### src/rtl/rf_wr_arbiter_2r.sv
// Write-port owner for an 8x8 register file: clears every entry after reset, then
// round-robin arbitrates two valid/ready requesters. Optional RF_WR_ARB_CONFLICT_CNT_EN adds conflict_cnt.
//   state | meaning
//   INIT  | writing INIT_VAL to entries 0..NUM_ENTRIES-1
//   RUN   | arbitrating req0/req1 onto the write port
module rf_wr_arbiter_2r #(
  parameter int unsigned NUM_ENTRIES = 8,
  parameter logic [7:0]  INIT_VAL    = 8'h00
) (
  input  logic       clk,
  input  logic       reset,
  input  logic       req0_val,
  input  logic [2:0] req0_addr,
  input  logic [7:0] req0_data,
  output logic       req0_rdy,
  input  logic       req1_val,
  input  logic [2:0] req1_addr,
  input  logic [7:0] req1_data,
  output logic       req1_rdy,
  output logic       rf_write_en,
  output logic [2:0] rf_write_addr,
  output logic [7:0] rf_write_data,
`ifdef RF_WR_ARB_CONFLICT_CNT_EN
  output logic [7:0] conflict_cnt,
`endif
  output logic       init_done
);

  typedef enum logic {INIT = 1'b0, RUN = 1'b1} state_t;

  localparam logic [2:0] LAST_ADDR = 3'(NUM_ENTRIES - 1);

  state_t     state, state_nxt;
  logic [2:0] init_addr;
  logic       prio;
  logic       grant_vld;
  logic       grant_idx;

  always_ff @(posedge clk) begin
    if (reset) state <= INIT;
    else       state <= state_nxt;
  end

  always_comb begin
    state_nxt = state;
    if (state == INIT && init_addr == LAST_ADDR) state_nxt = RUN;
  end

  // Round-robin: a lone requester always wins; on conflict prio picks the winner.
  always_comb begin
    grant_vld = 1'b0;
    grant_idx = 1'b0;
    if (state == RUN) begin
      if (req0_val && req1_val) begin
        grant_vld = 1'b1;
        grant_idx = prio;
      end else if (req0_val) begin
        grant_vld = 1'b1;
        grant_idx = 1'b0;
      end else if (req1_val) begin
        grant_vld = 1'b1;
        grant_idx = 1'b1;
      end
    end
  end

  always_comb begin
    rf_write_en   = 1'b0;
    rf_write_addr = 3'd0;
    rf_write_data = 8'd0;
    req0_rdy      = 1'b0;
    req1_rdy      = 1'b0;
    init_done     = 1'b0;
    if (!reset) begin
      if (state == INIT) begin
        rf_write_en   = 1'b1;
        rf_write_addr = init_addr;
        rf_write_data = INIT_VAL;
      end else begin
        init_done = 1'b1;
        if (grant_vld) begin
          rf_write_en   = 1'b1;
          req0_rdy      = ~grant_idx;
          req1_rdy      = grant_idx;
          rf_write_addr = grant_idx ? req1_addr : req0_addr;
          rf_write_data = grant_idx ? req1_data : req0_data;
        end
      end
    end
  end

  always_ff @(posedge clk) begin
    if (reset) begin
      init_addr <= 3'd0;
      prio      <= 1'b0;
    end else begin
      if (state == INIT) init_addr <= init_addr + 3'd1;
      if (grant_vld)     prio      <= ~grant_idx;
    end
  end

`ifdef RF_WR_ARB_CONFLICT_CNT_EN
  always_ff @(posedge clk) begin
    if (reset)
      conflict_cnt <= 8'd0;
    else if (state == RUN && req0_val && req1_val && conflict_cnt != 8'hFF)
      conflict_cnt <= conflict_cnt + 8'd1;
  end
`endif

endmodule
### config.mk
export PLATFORM = sky130hd
export DESIGN_NAME = rf_wr_arbiter_2r
export DESIGN_NICKNAME = d
export VERILOG_FILES = /design/src/rtl/rf_wr_arbiter_2r.sv
export SDC_FILE = /design/constraint.sdc
export NUM_CORES = 1
export LEC_CHECK = 0
export CORE_UTILIZATION = 28
export CTS_CLUSTER_SIZE = 8
export DETAILED_ROUTE_END_ITERATION = 16
export GPL_TIMING_DRIVEN = 0
export PLACE_DENSITY = 0.78
export SETUP_SLACK_MARGIN = 0.2
export SLEW_MARGIN = 20
export SYNTH_ARGS = -nofsm -noshare
export SYNTH_HDL_FRONTEND = slang
export SYNTH_SLANG_ARGS = --single-unit
### constraint.sdc
create_clock -name clk -period 1.6 [get_ports clk]
set_input_delay 0.4 -clock clk [delete_from_list [all_inputs] [get_ports clk]]
set_output_delay 0.4 -clock clk [all_outputs]
set_load 0.1 [all_outputs]
# == Yosys cells after proc, flatten, opt, wreduce, memory -nomap -nowiden ==
# Index checks and enable logic that the tools add are counted.
# totals
elab_cells,35
inputBits,26
regBits,5
# classes
n_reduce_logical,2
add_sub_neg,1
n_eq_ne,1
n_bitwise,2
n_mux,26
# ops
op,count
$mux W8,4
$mux W1,18
$mux W3,4
$add A3 B1 Y3 const B,1
$eq A3 B3 Y1 const B,1
$logic_and A1 B1 Y1,2
$not A1 Y1,2

# == Logic depth before layout (Yosys ltp) ==
# Gate-level depths: netlist (run 1).
# depth
word_depth,8
ltp_mapped,5
mapped_depth_nobuf,4

# == Worst setup path after synthesis (run 1) ==
# OpenSTA, ideal clock, no wires.
# synth_path
kind,input port to output port
from,in req0_val
to,out rf_write_addr[0]
arrival_ns,3.129
slack_ns,-1.929
required_ns,1.200
path_stages,3
path_cell_list,a21boi_2 nand2_1 a311oi_1
# synth_via
elab_chain_len,7
word_cells_on_any_way,11
# synth_lines
item,line_no,source
start: declaration,12,"input logic req0_val,"
$mux W1 or $logic_and A1 B1 Y1 (tied branches),"57, 54",
$mux W1,54,if (req0_val && req1_val) begin
$mux W1,53,if (state == RUN) begin
$mux W3,85,rf_write_addr = grant_idx ? req1_addr : req0_addr;
$mux W3 *,81,if (grant_vld) begin
$mux W3 *,75,if (state == INIT) begin
$mux W3 *,74,if (!reset) begin
end: declaration,21,"output logic [2:0] rf_write_addr,"
# Every way passes the cells marked *; elsewhere a longest branch is shown, timed or not.

# == Worst setup path after layout (run 1) ==
# layout_path
from,reg prio
to,out rf_write_data[0]
# layout_via
elab_chain_len,6
# layout_lines
item,line_no,source
start: declaration,35,logic prio;
start signal: assignment,98,if (grant_vld) prio <= ~grant_idx;
$mux W1,54,
$mux W1,53,
$mux W8,86,rf_write_data = grant_idx ? req1_data : req0_data;
$mux W8,81,
$mux W8,75,
$mux W8,74,
end: declaration,22,"output logic [7:0] rf_write_data,"
# Every way passes these cells.

==> metrics.yaml, run 1 <==
sta:
  rsz0062_at_grt: "yes"
  finClkSkew_ns: 0.00286
  fin_ws_ns: -0.295
  post-route-min-period_ns: 1.90
  slew_viol_final: 0
  setup-tns-final_ns: -3.43
  tightestPinTransition_ns: 0.281
  setup_viol: 13
  hold_ws_ns: 0.358
  fin_crit_sh: 1.18
  fmax_ghz: 0.528
  max-slew-margin-rel: 0.814
  hold_viol: 0
yosys:
  netlist_area_sq_um: 405
  synth_nets: 78
  syn_inst: 50
  yosysSeqAreaShare: 0.247
  synth-seq-cells: 5
  yosys_warnings: 0
  synthDistinctLibCells: 20
  netlist_top_cells_area: "dfxtp_1 25%, a22o_1 17%, nor2_1 9.3%"
  postSynthAreaPerCell_sq_um: 8.11
  synth_top_area_cell: "dfxtp_1"
  synth_top_area_frac: 0.247
place:
  globalplace.congestion: 0.728
  placedCellCount: 104
  portBuffers: 39
  place_hpwl_microns: 1190
drt:
  wl_per_cell_microns: 21.6
  wirelength_microns: 2350
  drt_iter0_drc: 4
  final_antenna_net_count: 0
  drc: 0
  vias_per_cell: 5.67
  vias: 618
  firstDrtPassIters: 4
pwr:
  p_leak_nw: 0.499
  p_per_area_mw_per_mm2: 431
  vdd_ir_drop_max_uv: 428
critical_path:
  critical_path_class: "flip-flop to primary output"
  cpMostUsedCell: "buf_12"
  crit_path_start_kind: "flip-flop"
  cp_data_required_time_ns: 1.20
  path_buf_inv: 2
  crit_chain: "nand2b_4, and3_4, buf_12, a22o_4, buf_12"
  critical-path-top-delay-family: "simple AND/OR/NAND/NOR gates"
  cp-end-kind: "primary output"
  worstPathArrival_ns: 1.50
  worst_path_max_delay_cell: "dfxtp_2"
  slowest_delay_ns: 0.34
  crit_fanout: 9
die:
  rows: 13
  start_util: 0.308
  die-area_sq_mm: 0.00160
  dieHeight_microns: 40.1
  core_area_sq_mm: 0.00132
  ios: 41
  die_x_microns: 40.1
grt:
  grt_use_met1: 0.330
  antenna_found_initial: 0
  met2_usage: 0.609
  grt-ovfl-total: 0
  grt_pass1_wl_microns: 3350
  grt.total_usage: 0.338
  grt_max_degree: 11
  grtUsageMet3: 0.0944
  grt_pass1_vias: 656
  grt_busiest_layer: "met2"
finish:
  final_util: 0.935
  synthToLayoutAreaGrowth_pct: 204
  fin_nets: 123
  fin_cells: 109
  drive_gt1_frac: 0.532
  antennaDiodeCount: 0
clock_tree:
  numCtsBuffers: 3
  cts.clk_slew.worst_paths_ns: 0.06
  htreeDepth: 1
  cts.sinks: 5
  cts_tree: "built"
  clk_path_buf_depth: 2
  clk_latency_ns: 0.26
  root_buffer: "clkbuf_4"
worst_hold_path:
  worstHoldPathType: "primary input to flip-flop"
flow_run:
  drv_cap: 0
run_status:
  violations: "negative setup slack"
  run_status: "finished, violations left"
==> path summary, 6_finish.rpt <==
| path | startpoint | end | slack, ns | cells past startpoint |
|---|---|---|---|---|
| min | reset | prio | 0.36 | 2 |
| max | prio | rf_write_data[0] | -0.30 | 5 |
| min reg2reg | prio | prio | 0.56 | 2 |
| max reg2reg | init_addr[0] | init_addr[2] | 0.41 | 4 |
==> cells in the final DEF (no fill, tap or decap), drive strengths merged <==
master         synthesis  routed
a22o                   8       8
inv                    1       1
xor2                   1       1
a21oi                  1       1
dlygate4sd2            0       6
a311oi                 3       3
and3                   1       1
ha                     2       2
nor2b                  1       1
a2bb2oi                1       1
clkdlybuf4s50          0      16
clkbuf                 0       4
and2                   1       1
nand3                  3       3
mux2i                  2       2
nand2b                 1       1
nand2                  4       4
dfxtp                  5       5
nor2                  10      10
a21boi                 1       1
buf                    4      22
==> worst register-to-register path: cells and delay by family (launching register included) <==
kind | cells | cell delay, ns
fa+ha+maj | 2 | 0.51
flops | 1 | 0.34
mux | 1 | 0.17
simple gates | 1 | 0.06
==> synth_stat cells <==
master / number
nor2_1: 10
a22o_1: 8
dfxtp_1: 5
nand2_1: 4
a311oi_1: 3
nand3_1: 3
buf_2: 2
ha_1: 2
mux2i_1: 2
a21boi_2: 1
a21oi_1: 1
a2bb2oi_1: 1
and2_4: 1
and3_1: 1
buf_4: 1
buf_6: 1
inv_1: 1
nand2b_1: 1
nor2b_2: 1
xor2_1: 1
==> per-layer routing <==
| metal | part of all wire | wire length, microns | vias to the layer above |
|---|---|---|---|
| li1 | - | - | 275 |
| met2 | 0.53 | 1250 | 36 |
| met3 | 0.044 | 104 | 10 |
| met5 | 0 | 0 | - |
| met4 | 0.033 | 78 | 0 |
| met1 | 0.39 | 916 | 297 |
==> sequential cells by signal, summed over array words and instances, names as in the netlist <==
register and count:
prio 1, state 1, init_addr 3
==> timing repair <==
action | CTS | global route
hold endpoints to repair | 0 | 0
pin swaps | 8 | 4
setup endpoints to repair | 15 | 15
hold buffers | 0 | 0
resized for setup | 162 | 2
setup buffers | 0 | 1
==> kinds of logic (layout without fill, tap and decap cells) <==
logic type	after synthesis	after routing	share of synthesized area
xor gates and xnor gates	1	1	0.0216
muxes	2	2	0.0494
and+or+nand+nor	21	21	0.241
buffers and inverters	5	49	0.0802
AOI/OAI and AO/OA	14	14	0.299
DFF	5	5	0.247
adders and majority gates	2	2	0.0617
==> cell type report <==
cell class / count / area, sq um
multi-input combinational: 40 / 462
inverter: 1 / 3.75
sequential: 5 / 105
timing repair buffer: 40 / 537
tap: 15 / 18.8
fill: 38 / 85.1
clock buffer: 4 / 26.3
buffer: 4 / 80.1
==> report_power, final <==
part | leakage, nW | internal [W] | switching (W) | total [W]
clock | 0.0150 | 0.0000956 | 0.0000715 | 0.000167
sequential | 0.0422 | 0.000131 | 0.00000841 | 0.000139
combinational | 0.442 | 0.000106 | 0.000119 | 0.000225
==> per-stage QoR <==
| step | area, sq um | total power, W | setup WS (ns) |
|---|---|---|---|
| finish | 1230 | 0.000531 | -0.295 |
| global route | 1230 | 0.000553 | -0.327 |
| CTS | 1210 | 0.000515 | -0.280 |
| detailed placement | 1000 | 0.000336 | -1.60 |
| global placement | 1000 | 0.000333 | -1.59 |
| floorplan | 596 | 0.000249 | -0.687 |
(Power assumes the default switching activity.)
==> run 2, diff against run 1 <==
--- a/config.mk
+++ b/config.mk
@@ -5,6 +5,7 @@
 export SDC_FILE = /design/constraint.sdc
 export NUM_CORES = 1
 export LEC_CHECK = 0
+export CAP_MARGIN = 40
 export CORE_UTILIZATION = 28
 export CTS_CLUSTER_SIZE = 8
 export DETAILED_ROUTE_END_ITERATION = 16
==> run 2 against run 1 <==
The run now fails in 4_1_cts. Synthesized area is the same. Synthesized cell count unchanged.
==> metrics.yaml, run 2 <==
yosys:
  synth_top_area_frac: 0.247
  ys.flop_type: "dfxtp_1"
  synthDistinctLibCells: 20
  synth-edff-count: 0
  synth.area.mux_share: 0.0494
  syn_inst: 50
  synth_top_area_cell: "dfxtp_1"
  yosys_warnings: 0
  netlist_area_sq_um: 405
  synth-seq-cells: 5
  synthTopCellsByCount: "10 x nor2_1, 8 x a22o_1, 5 x dfxtp_1, 4 x nand2_1"
  postSynthAreaPerCell_sq_um: 8.11
  synth_most_common_cell: "nor2_1"
  synthAdderAreaFrac: 0.0617
  synth-simple-area-share: 0.241
  synth_nets: 78
  synth_top_family_by_area: "compound AO/OA/AOI/OAI gates"
  synth_xor_area_frac: 0.0216
  yosysSeqAreaShare: 0.247
  async_flop_share: 0
  synth-compound-area-share: 0.299
  netlist_top_cells_area: "dfxtp_1 25%, a22o_1 17%, nor2_1 9.3%"
place:
  globalplace.congestion: 0.728
  pre_cts_ws_ns: -1.20
  portBuffers: 39
  place_hpwl_microns: 1680
  placedCellCount: 119
clock_tree:
  post_cts_buffers: 10
  htreeDepth: 1
  hold_buffers: 0
  cts_resized: 60
  numCtsBuffers: 3
  clk_path_buf_depth: 2
  root_buffer: "clkbuf_4"
  cts.sinks: 5
die:
  rows: 13
  start_util: 0.308
  die_x_microns: 40.1
  dieHeight_microns: 40.1
  ios: 41
run_status:
  stop_stage: "4_1_cts"
  tool.error: "[ERROR DPL-0038] Utilization greater than 100%, impossible to legalize"
  run_status: "aborted with a tool error"
-- run 2: cell counts after synthesis --
Identical to the previous run, type by type.
-- run 2: metrics by stage --
step | instance area [sq um] | util
detailed placement | 1230 | 0.934
global placement | 1000 | 0.763
floorplan | 596 | -
-- run 2: kinds of logic after synthesis --
family                   count (synthesis)
XOR/XNOR                                 1
adder cells (fa/ha/maj)                  2
buffers and inverters                    5
flip-flops                               5
AO/OA/AOI/OAI                           14
AND/OR/NAND/NOR                         21
multiplexers                             2
==> run 3, diff against run 2 <==
--- a/config.mk
+++ b/config.mk
@@ -6,12 +6,11 @@
 export NUM_CORES = 1
 export LEC_CHECK = 0
 export CAP_MARGIN = 40
-export CORE_UTILIZATION = 28
-export CTS_CLUSTER_SIZE = 8
+export CORE_AREA = 2 2 63 65
 export DETAILED_ROUTE_END_ITERATION = 16
+export DIE_AREA = 0 0 65 67
 export GPL_TIMING_DRIVEN = 0
-export PLACE_DENSITY = 0.78
-export SETUP_SLACK_MARGIN = 0.2
+export PLACE_DENSITY_LB_ADDON = 0.15
 export SLEW_MARGIN = 20
 export SYNTH_ARGS = -nofsm -noshare
 export SYNTH_HDL_FRONTEND = slang
==> run 3 against run 2 <==
The flow now finishes, with violations (negative setup slack).
==> metrics.yaml, run 3 (same netlist as run 1, synthesis figures left out) <==
run_status:
  run_status: "finished, violations left"
  violations: "negative setup slack"
worst_hold_path:
  hold_end: "prio"
  min_path_cells: 2
  hp-start: "reset"
  worstHoldPathType: "primary input to flip-flop"
finish:
  top_register: "init_addr"
  final_cell_mix: "21 x clkdlybuf4s50_1, 15 x buf_12, 10 x nor2_1, 10 x buf_6, 8 x a22o_4"
  antennaDiodeCount: 0
  final.fill_count: 362
  final_common_cell: "clkdlybuf4s50_1"
  largest_registers: "init_addr (3), prio (1), state (1)"
  drive_gt1_frac: 0.562
  synthToLayoutAreaGrowth_pct: 240
  fin_nets: 134
  fin_cells: 153
  largest_reg_flops: 3
  final_util: 0.382
pwr:
  power.total_w: 0.000603
  cellInternalPower_w: 0.000421
  p_comb_frac: 0.388
  p_per_area_mw_per_mm2: 438
  p_leak_nw: 0.567
  p_sw_w: 0.000182
  pwr-share-clk: 0.385
  power_frac_seq: 0.227
  p_sw_frac: 0.301
  vdd_ir_drop_max_uv: 265
clock_tree:
  root_buffer: "clkbuf_8"
  htreeDepth: 1
  clk_path_buf_depth: 2
  cts.sinks: 5
  numCtsBuffers: 3
  cts.clk_slew.worst_paths_ns: 0.03
  cts_tree: "built"
  clk_latency_ns: 0.22
sta:
  hold_viol: 0
  fin_ws_ns: -0.341
  fmax_ghz: 0.515
  fin_crit_sh: 1.21
  tightestPinTransition_ns: 0.278
  rsz0062_at_grt: "yes"
  slew_viol_final: 0
  setup_viol: 13
  max-slew-margin-rel: 0.815
  post-route-min-period_ns: 1.94
  hold_ws_ns: 0.401
  finClkSkew_ns: 0.00187
die:
  rows: 22
  dieHeight_microns: 67
  ios: 41
  die-area_sq_mm: 0.00436
  die_x_microns: 65
  start_util: 0.112
  core_area_sq_mm: 0.00361
critical_path:
  r2r_start: "init_addr[0]"
  r2r-end: "init_addr[2]"
  cp_data_required_time_ns: 1.20
  rr_worst_depth: 4
  ff2ff_setup_slack_ns: 0.51
  cp-end-kind: "primary output"
  crit_fanout: 3
  worstPathArrival_ns: 1.54
  crit_path_start_kind: "flip-flop"
  critical_path_class: "flip-flop to primary output"
drt:
  wirelength_microns: 1950
  vias_per_cell: 3.93
  vias: 601
  wl_per_cell_microns: 12.8
  firstDrtPassIters: 2
  drt_iter0_drc: 23
  final_antenna_net_count: 0
  drc: 0
grt:
  grt.total_usage: 0.0960
  grt_pass1_wl_microns: 3220
  antenna_found_initial: 0
  grt_max_degree: 11
  grt-ovfl-total: 0
  grt_pass1_vias: 665
place:
  placedCellCount: 152
  portBuffers: 39
  pre_cts_ws_ns: -1.28
  globalplace.congestion: 0.676
  place_hpwl_microns: 1450
flow_run:
  drv_cap: 0
[run 3: how the worst max path moves through the flow]
| stage | start | endpoint | slack [ns] | depth (start not counted) |
|---|---|---|---|---|
| floorplan | reset | rf_write_data[0] | -0.69 | 5 |
| global placement | req1_val | rf_write_data[7] | -1.67 | 6 |
| detailed placement | req1_val | rf_write_data[7] | -1.28 | 7 |
| CTS | prio | rf_write_addr[2] | -0.40 | 7 |
| global route | prio | rf_write_addr[2] | -0.39 | 7 |
| finish | prio | rf_write_addr[2] | -0.34 | 7 |
[run 3: layout make-up]
| class | instances | area [sq um] | share of cell area |
|---|---|---|---|
| Timing Repair Buffer | 52 | 674 | 0.490 |
| Multi-Input combinational cell | 41 | 458 | 0.333 |
| Sequential cell | 5 | 108 | 0.0782 |
| Tap cell | 48 | 60.1 | 0.0436 |
| Clock buffer | 4 | 45.0 | 0.0327 |
| Buffer | 2 | 27.5 | 0.0200 |
| Inverter | 1 | 3.75 | 0.00273 |
[run 3: power by group through the flow]
stage                     clock [W]  sequential, W  combinational, W
after global routing       0.000245       0.000139          0.000248
after CTS                  0.000237       0.000137          0.000234
final                      0.000232       0.000137          0.000234
after detailed placement          0       0.000142          0.000220
after global placement            0       0.000142          0.000195
after floorplan                   0       0.000140          0.000108
[run 3: stage by stage]
step           cell area, sq um  setup TNS [ns]
2_1_floorplan               596           -7.81
3_3_place_gp               1050          -23.06
3_5_place_dp               1280          -16.97
4_1_cts                    1360           -3.23
5_1_grt                    1380           -3.77
6_report                   1380           -3.21
[run 3: critical path, cell delays in order, from the launching register on]
cell	delay, ns
dfxtp_4	0.35
a21boi_4	0.14
buf_6	0.12
buf_6	0.09
buf_6	0.09
nand2_4	0.04
a311oi_4	0.29
buf_12	0.21
[run 3: timing repair]
| action | 4_1_cts | 5_1_grt |
|---|---|---|
| resized for setup | 52 | 7 |
| endpoints found under the setup margin | 15 | 14 |
| buffers inserted | 9 | 2 |
| hold buffers | 0 | 0 |
| cloned | 1 | 0 |
| pin swaps | 8 | 6 |
[run 3: routing by layer]
| metal | global-route usage | vias up | wire [microns] |
|---|---|---|---|
| met4 | 0.0399 | 0 | 0 |
| met5 | 0 | - | 0 |
| met1 | 0.120 | 273 | 878 |
| li1 | - | 299 | - |
| met3 | 0.00845 | 0 | 108 |
| met2 | 0.168 | 29 | 965 |
==> run 4, diff against run 3 <==
--- a/config.mk
+++ b/config.mk
@@ -10,7 +10,9 @@
 export DETAILED_ROUTE_END_ITERATION = 16
 export DIE_AREA = 0 0 65 67
 export GPL_TIMING_DRIVEN = 0
+export MAX_ROUTING_LAYER = met4
 export PLACE_DENSITY_LB_ADDON = 0.15
+export REMOVE_ABC_BUFFERS = 1
 export SLEW_MARGIN = 20
 export SYNTH_ARGS = -nofsm -noshare
 export SYNTH_HDL_FRONTEND = slang
==> run 4 against run 3 <==
The flow still finishes with violations (negative setup slack). Critical path depth is the same. Routed wire length grew 3.9%. Cell area shrank 3.6%. Combinational power shrank 5%. Via count shrank 0.67%. Sequential share of layout area grew 0.11 points. Global-route usage grew 0.37 points. Register-to-register slack is essentially flat. First-iteration DRC count shrank 78%. Flip-flop and latch count is the same. Core utilization shrank 1.4 points. Sequential power is essentially flat. Highest routed layer is now met4.
==> metrics.yaml, run 4 (same netlist as run 1, synthesis figures left out) <==
die:
  core_area_sq_mm: 0.00361
  start_util: 0.112
  rows: 22
  ios: 41
  dieHeight_microns: 67
  die-area_sq_mm: 0.00436
  die_x_microns: 65
finish:
  top_register: "init_addr"
  antennaDiodeCount: 0
  final.fill_count: 350
  fin_cells: 154
  fin_nets: 135
  largest_registers: "init_addr (3), prio (1), state (1)"
  largest_reg_flops: 3
  drive_gt1_frac: 0.528
  final_cell_mix: "21 x clkdlybuf4s50_1, 13 x buf_12, 10 x nor2_1, 9 x buf_4, 8 x buf_6"
  synthToLayoutAreaGrowth_pct: 227
  final_common_cell: "clkdlybuf4s50_1"
  multi_input_area_sq_um: 418
  seq_area_sq_um: 105
drt:
  vias_per_cell: 3.88
  drt_iter0_drc: 5
  vias: 597
  wirelength_microns: 2030
  drc: 0
  final_antenna_net_count: 0
  wl_per_cell_microns: 13.2
  firstDrtPassIters: 4
  met3_length_microns: 221
  dr_wl_met2_microns: 1080
  maxUsedRoutingLayer: "met4"
  wl_met1_microns: 721
critical_path:
  crit_path_start_kind: "primary input"
  critical_path_class: "primary input to primary output"
  worstPathArrival_ns: 1.57
  crit_fanout: 3
  rr_worst_depth: 4
  r2r-end: "init_addr[2]"
  cp-end-kind: "primary output"
  r2r_start: "init_addr[0]"
  cp_data_required_time_ns: 1.20
  ff2ff_setup_slack_ns: 0.51
place:
  globalplace.congestion: 0.642
  placedCellCount: 149
  portBuffers: 40
  place_hpwl_microns: 1370
worst_hold_path:
  worstHoldPathType: "primary input to flip-flop"
  min_path_cells: 2
  hp-start: "reset"
  hold_end: "state"
sta:
  fmax_ghz: 0.509
  tightestPinTransition_ns: 0.296
  fin_crit_sh: 1.23
  setup-tns-final_ns: -4.00
  hold_viol: 0
  fin_ws_ns: -0.366
  setup_viol: 13
  post-route-min-period_ns: 1.97
  max-slew-margin-rel: 0.804
  slew_viol_final: 0
  rsz0062_at_grt: "yes"
  finClkSkew_ns: 0.000105
grt:
  grt.total_usage: 0.0997
  grt_pass1_vias: 649
  grt_pass1_wl_microns: 3180
  antenna_found_initial: 0
  grt_max_degree: 14
  grt-ovfl-total: 0
clock_tree:
  cts_tree: "built"
  cts.sinks: 5
  htreeDepth: 1
  hold_buffers: 0
  clk_path_buf_depth: 2
  clk_latency_ns: 0.22
  numCtsBuffers: 3
  root_buffer: "clkbuf_8"
  cts.clk_slew.worst_paths_ns: 0.03
flow_run:
  drv_cap: 0
pwr:
  p_leak_nw: 0.542
  p_per_area_mw_per_mm2: 442
  vdd_ir_drop_max_uv: 350
run_status:
  violations: "negative setup slack"
  run_status: "finished, violations left"
run 4: cell types whose count changed in the layout (fill, tap and decap cells not counted), moves of 2 or more:
cell     previous run  this run
a22o_1              0         3
a22o_4              8         5
buf_12             15        13
buf_4               5         9
buf_6              10         8
buf_8               0         2
nand3_2             2         0
run 4: worst max path at each step:
stage,from,to,slack [ns],cells past startpoint
2_1_floorplan,state,rf_write_data[0],-2.24,3
3_3_place_gp,reset,rf_write_data[0],-1.76,5
3_5_place_dp,reset,rf_write_data[1],-1.36,6
4_1_cts,prio,rf_write_addr[0],-0.40,6
5_1_grt,prio,rf_write_addr[1],-0.41,6
6_report,req0_val,rf_write_addr[1],-0.37,7
run 4: worst max-delay path, cell delays in order:
cell and delay, ns:
buf_4 0.11, a21boi_4 0.21, buf_6 0.13, buf_6 0.10, nand2_4 0.05, a311oi_4 0.34
buf_12 0.22
run 4: cell type report:
class	instances	share of cell area
repair buffers	55	0.524
multi-input cells	41	0.315
flip-flops and latches	5	0.0792
well taps	48	0.0453
clock buffers	4	0.0340
inverters	1	0.00283
run 4: metrics by stage:
step                hold slack, ns  setup WS [ns]  power (W)   util  cell area [sq um]
floorplan                    0.472          -2.24   0.000219      -                377
global placement             0.511          -1.76   0.000306  0.232                837
detailed placement           0.532          -1.36   0.000330  0.298               1070
CTS                          0.464         -0.397   0.000578  0.343               1240
global route                 0.500         -0.413   0.000621  0.368               1330
finish                       0.488         -0.366   0.000587  0.368               1330
run 4: power breakdown:
part	internal, W	switching (W)	total [W]	leakage [nW]
Sequential	0.000132	0.00000639	0.000138	0.0422
Combinational	0.000112	0.000110	0.000222	0.477
Clock	0.000170	0.0000558	0.000226	0.0228
Total	0.000414	0.000173	0.000587	0.542
run 4: what timing repair did:
| item | 4_1_cts | 5_1_grt |
|---|---|---|
| pin swaps | 10 | 7 |
| endpoints found under the setup margin | 15 | 13 |
| setup buffers | 11 | 2 |
| gates resized for setup | 60 | 14 |
| cloned | 1 | 0 |
run 4: per-layer routing:
layer,vias up,global-route usage
li1,294,-
met1,267,0.0965
met3,2,0.0389
met4,0,0.0160
met2,34,0.191
met5,-,-
